==> src/rtl/vga_line_fetch_scheduler.sv <==
// Raster position counters for 640x480@60 with one-line-ahead framebuffer fetch scheduling.
// Define VGA_UNDERRUN_COUNT_EN to add the saturating underrun_count output.
module vga_line_fetch_scheduler #(
  parameter int X_RES   = 640,
  parameter int Y_RES   = 480,
  parameter int H_TOTAL = 800,
  parameter int V_TOTAL = 525,
  parameter int LINE_W  = 10
) (
  input  logic              clk25,
  input  logic              rst_n,
  input  logic              enable,
  output logic [LINE_W-1:0] pixel_position_x,
  output logic [LINE_W-1:0] pixel_position_y,
  output logic              frame_start,
  output logic              fetch_req,
  output logic [LINE_W-1:0] fetch_line,
  input  logic              fetch_ack,
  input  logic              fetch_done,
  output logic              underrun
`ifdef VGA_UNDERRUN_COUNT_EN
  ,
  output logic [7:0]        underrun_count
`endif
);

  localparam logic [LINE_W-1:0] X_TRIG   = LINE_W'(X_RES - 1);
  localparam logic [LINE_W-1:0] X_LAST   = LINE_W'(H_TOTAL - 1);
  localparam logic [LINE_W-1:0] Y_LAST   = LINE_W'(V_TOTAL - 1);
  localparam logic [LINE_W-1:0] Y_ACTIVE = LINE_W'(Y_RES);

  typedef enum logic [1:0] {IDLE, REQ, BUSY} state_t;

  state_t            r_state, w_next_state;
  logic              r_started, r_frame_start, r_underrun;
  logic [LINE_W-1:0] r_x, r_y, r_fetch_line;
  logic              w_first, w_advance, w_line_end, w_line_enter, w_frame_enter;
  logic              w_target_valid, w_trigger, w_start_fetch, w_underrun_set;
  logic [LINE_W-1:0] w_x_next, w_y_next, w_y_inc, w_target;

  // The first enabled cycle after reset only loads (0,0) and arms the line-0 prefetch.
  always_comb begin
    w_first    = enable && !r_started;
    w_advance  = enable && r_started;
    w_line_end = (r_x == X_LAST);
    w_x_next   = w_line_end ? '0 : r_x + LINE_W'(1);
    w_y_inc    = r_y + LINE_W'(1);
    if (!w_line_end)
      w_y_next = r_y;
    else if (r_y == Y_LAST)
      w_y_next = '0;
    else
      w_y_next = w_y_inc;
    w_line_enter   = w_advance && w_line_end;
    w_frame_enter  = w_first || (w_line_enter && (w_y_next == '0));
    w_target_valid = (r_y == Y_LAST) || (w_y_inc < Y_ACTIVE);
    w_target       = w_first ? '0 : ((r_y == Y_LAST) ? '0 : w_y_inc);
    w_trigger      = w_advance && (r_x == X_TRIG) && w_target_valid;
    w_start_fetch  = (r_state == IDLE) && (w_first || w_trigger);
    w_underrun_set = (r_state != IDLE) &&
                     (w_trigger || (w_line_enter && (w_y_next < Y_ACTIVE)));
  end

  always_ff @(posedge clk25 or negedge rst_n) begin
    if (!rst_n) begin
      r_state <= IDLE;
    end else begin
      r_state <= w_next_state;
    end
  end

  // Handshake progress ignores enable so an outstanding fetch can always complete.
  always_comb begin
    w_next_state = r_state;
    unique case (r_state)
      IDLE: if (w_start_fetch) w_next_state = REQ;
      REQ: begin
        if (fetch_ack && fetch_done) w_next_state = IDLE;
        else if (fetch_ack)          w_next_state = BUSY;
      end
      BUSY: if (fetch_done) w_next_state = IDLE;
      default: w_next_state = IDLE;
    endcase
  end

  always_comb begin
    fetch_req = (r_state == REQ);
  end

  always_ff @(posedge clk25 or negedge rst_n) begin
    if (!rst_n) begin
      r_started     <= 1'b0;
      r_x           <= '0;
      r_y           <= '0;
      r_frame_start <= 1'b0;
    end else if (enable) begin
      r_started     <= 1'b1;
      r_frame_start <= w_frame_enter;
      if (r_started) begin
        r_x <= w_x_next;
        r_y <= w_y_next;
      end
    end
  end

  always_ff @(posedge clk25 or negedge rst_n) begin
    if (!rst_n) begin
      r_fetch_line <= '0;
    end else if (w_start_fetch) begin
      r_fetch_line <= w_target;
    end
  end

  // A new underrun in the frame_start cycle must survive the frame clear.
  always_ff @(posedge clk25 or negedge rst_n) begin
    if (!rst_n) begin
      r_underrun <= 1'b0;
    end else if (w_underrun_set) begin
      r_underrun <= 1'b1;
    end else if (w_frame_enter) begin
      r_underrun <= 1'b0;
    end
  end

`ifdef VGA_UNDERRUN_COUNT_EN
  logic [7:0] r_underrun_count;

  always_ff @(posedge clk25 or negedge rst_n) begin
    if (!rst_n) begin
      r_underrun_count <= '0;
    end else if (w_underrun_set && (r_underrun_count != 8'hFF)) begin
      r_underrun_count <= r_underrun_count + 8'd1;
    end
  end

  assign underrun_count = r_underrun_count;
`endif

  assign pixel_position_x = r_x;
  assign pixel_position_y = r_y;
  assign frame_start      = r_frame_start;
  assign fetch_line       = r_fetch_line;
  assign underrun         = r_underrun;

endmodule

==> config.mk <==
export PLATFORM = sky130hd
export DESIGN_NAME = vga_line_fetch_scheduler
export DESIGN_NICKNAME = d
export VERILOG_FILES = /design/src/rtl/vga_line_fetch_scheduler.sv
export SDC_FILE = /design/constraint.sdc
export NUM_CORES = 1
export LEC_CHECK = 0
export CAP_MARGIN = 30
export CORE_MARGIN = 3
export CORE_UTILIZATION = 40
export DETAILED_ROUTE_END_ITERATION = 10
export PLACE_DENSITY = 0.64
export SYNTH_ARGS = -nofsm -noshare
export SYNTH_HDL_FRONTEND = slang
export SYNTH_SLANG_ARGS = --single-unit
==> constraint.sdc <==
create_clock -name clk25 -period 2.68 [get_ports clk25]
set_clock_uncertainty 0.1 [all_clocks]
set_input_delay 0.268 -clock clk25 [delete_from_list [all_inputs] [get_ports clk25]]
set_output_delay 0.268 -clock clk25 [all_outputs]
set_load 0.005 [all_outputs]
==> impl_metrics.ini, run 1 <==
[route]
viasPerCell = 5.190
postRouteAntennaNets = 0
via_count = 1718
wirelength_um = 4841
drc_errors = 0
post_drt_wl_per_cell_um = 14.63
drtIter0Drc = 35
first_pass_iters = 4

[logic_synthesis]
ys_top_cells_by_area = dfrtp_1, nand2_1, xnor2_1
synthArstFlopShare = 1.000
seq_area_frac_synth = 0.4207
syn_area_mm2 = 0.002082
synth_ff_type = dfrtp_1
ys_warn_count = 0
synth_top_area_cell = dfrtp_1
synth.net_count = 225
syn_inst = 217
synth_cell_types = 57
synth.avg_cell_area_um2 = 9.594
ys_ff_latch = 35
synth_edf_count = 0
synth_top_area_frac = 0.4207

[sta]
relSlewSlack = 0.6971
rsz0062_at_grt = no
worst_pin_slew_ns = 0.4543
fin_setup_tns_ns = 0
fmax_mhz = 402.8
slew_viol_final = 0
hold_viol_final = 0
finalSetupViolCount = 0
period_needed_ns = 2.482
period_share = 0.9263

[grt]
antenna_found_initial = 0
grt_max_degree = 36
grt_pass1_vias = 1792
grt_usage = 0.1748
grt_pass1_wl_um = 8369
overflow = 0

[cells_and_area]
nets = 271
diodes = 0
synthToLayoutAreaGrowth_pct = 27.46
mostFrequentLayoutCells = clkdlybuf4s50_1, nand2_1, dfrtp_1
drive_gt1_frac = 0.1477
layout_commonest_cell = clkdlybuf4s50_1

[setup_path]
endpoint_kind = flop
worstPathRequired_ns = 2.80
path_max_fanout = 8
start_kind = flop
critPathArrivalTime_ns = 2.61
r2r_slack_ns = 0.20
worstSetupPathType = reg -> reg

[die]
start_util = 0.4267
rows = 25
dieArea_mm2 = 0.006107
die_w_um = 78.15
dieHeight_um = 78.15
io_pins = 38
coreArea_mm2 = 0.004880

[power_and_ir_drop]
irDropWorstVdd_mv = 0.3026
finalPower_uw = 1275
powerDensity_mw_per_mm2 = 480.4
cellLeakagePower_uw = 0.001053

[cts]
cts_buffers = 5
clockRootBuffer = clkbuf_8
tritoncts = built
clock_sinks = 35
cts_htree_levels = 2
clk_latency_ns = 0.29
clockBufferDepth = 2
clkTransAtPathRegs_ns = 0.08

[flow_run]
drv_cap = 0

[outcome]
status = finished, final reports clean

[placed_design]
place_congestion = 0.8668
io_buffer_count = 37
dpl.hpwl_um = 3632

[hold_path]
hold_class = in -> async
[worst max-delay path, stage by stage, from the launching register on]
cell      delay [ns]
dfrtp_2         0.47
inv_1           0.10
ha_1            0.16
or4b_4          0.50
o31ai_4         0.25
nand3b_1        0.14
o31ai_2         0.13
nand3b_4        0.14
or2_4           0.28
o21ai_1         0.14
[cells in the mapped netlist (2+ instances only)]
library cell	instances
nor2_1	13
xor2_1	8
nand3_1	7
buf_4	3
o21ai_1	3
buf_6	2
o31ai_1	3
and3_1	2
nand2_1	34
nand2b_1	4
and4_1	2
o21ai_0	16
clkbuf_8	3
nand3b_1	2
o21a_1	2
nand4_1	6
a21oi_1	5
a31oi_1	2
xnor2_1	12
inv_1	6
dfrtp_1	35
buf_2	2
o21ai_2	2
nor3_1	3
and2_1	4
ha_1	3
nor2b_1	2
nor4b_1	2
[kinds of logic after synthesis]
kind of cell	after synthesis	share of synthesized area
buf+inv	17	0.05889
simple gates	96	0.2662
xor+xnor	20	0.08414
fa+ha+maj	3	0.01803
compound gates	46	0.1520
flops	35	0.4207
[state kept, by name, indices dropped and copies added (netlist names)]
name / count
fetch_line: 10
frame_start: 1
pixel_position_x: 10
pixel_position_y: 10
r_started: 1
r_state: 2
underrun: 1
[area by class of cell]
| class | instances | area [um2] |
|---|---|---|
| clock buffers | 5 | 68.82 |
| clock inverters | 3 | 47.55 |
| fillers | 471 | 2226 |
| inverters | 6 | 22.52 |
| multi-input cells | 165 | 1086 |
| flip-flops and latches | 35 | 877.1 |
| well taps | 67 | 83.83 |
| repair buffers | 50 | 467.9 |
[routing by layer]
layer / routed length [um] / track usage
met1: 2206 / 0.2155
met4: 107 / 0.06993
met2: 2337 / 0.2971
met3: 190 / 0.03784
met5: 0 / 0
[per-stage QoR]
step	hold WS, ns	util	instances	instance area [um2]	worst slack (ns)
6_report	0.2855	0.5438	331	2654	0.1976
5_1_grt	0.3276	0.5438	331	2654	0.05690
4_1_cts	0.3005	0.5431	331	2650	0.06224
3_5_place_dp	0.3794	0.5192	323	2534	0.09515
3_3_place_gp	0.3726	0.5192	323	2534	0.08081
2_1_floorplan	-0.1276	-	217	2082	0.3772
[worst paths after layout]
kind,from,endpoint,cells past startpoint
setup / recovery,pixel_position_y[1],fetch_line[2],9
hold / removal,rst_n,fetch_line[5],2
setup reg to reg,pixel_position_y[1],fetch_line[2],9
hold reg to reg,fetch_line[8],fetch_line[8],2
max in group asynchronous,rst_n,pixel_position_y[1],2
min in group clk25,fetch_line[8],fetch_line[8],2
[where the power goes]
| part | total [uW] | internal [uW] | switching, uW |
|---|---|---|---|
| clock | 490 | 282 | 208 |
| combinational | 164 | 102 | 62.3 |
| sequential | 621 | 566 | 54.9 |
[timing repair]
| item | CTS | global route |
|---|---|---|
| hold buffers | 0 | 0 |
| setup buffers | 0 | 0 |
| resized for setup | 0 | 2 |
| setup endpoints to repair | 0 | 13 |
(Power assumes the default switching activity.)
==> run 2, diff against run 1 <==
--- a/config.mk
+++ b/config.mk
@@ -5,7 +5,7 @@
 export SDC_FILE = /design/constraint.sdc
 export NUM_CORES = 1
 export LEC_CHECK = 0
-export CAP_MARGIN = 30
+export CAP_MARGIN = 5
 export CORE_MARGIN = 3
 export CORE_UTILIZATION = 40
 export DETAILED_ROUTE_END_ITERATION = 10
==> results of run 2 <==
Final layout, timing and power as in run 1 (identical DEF).
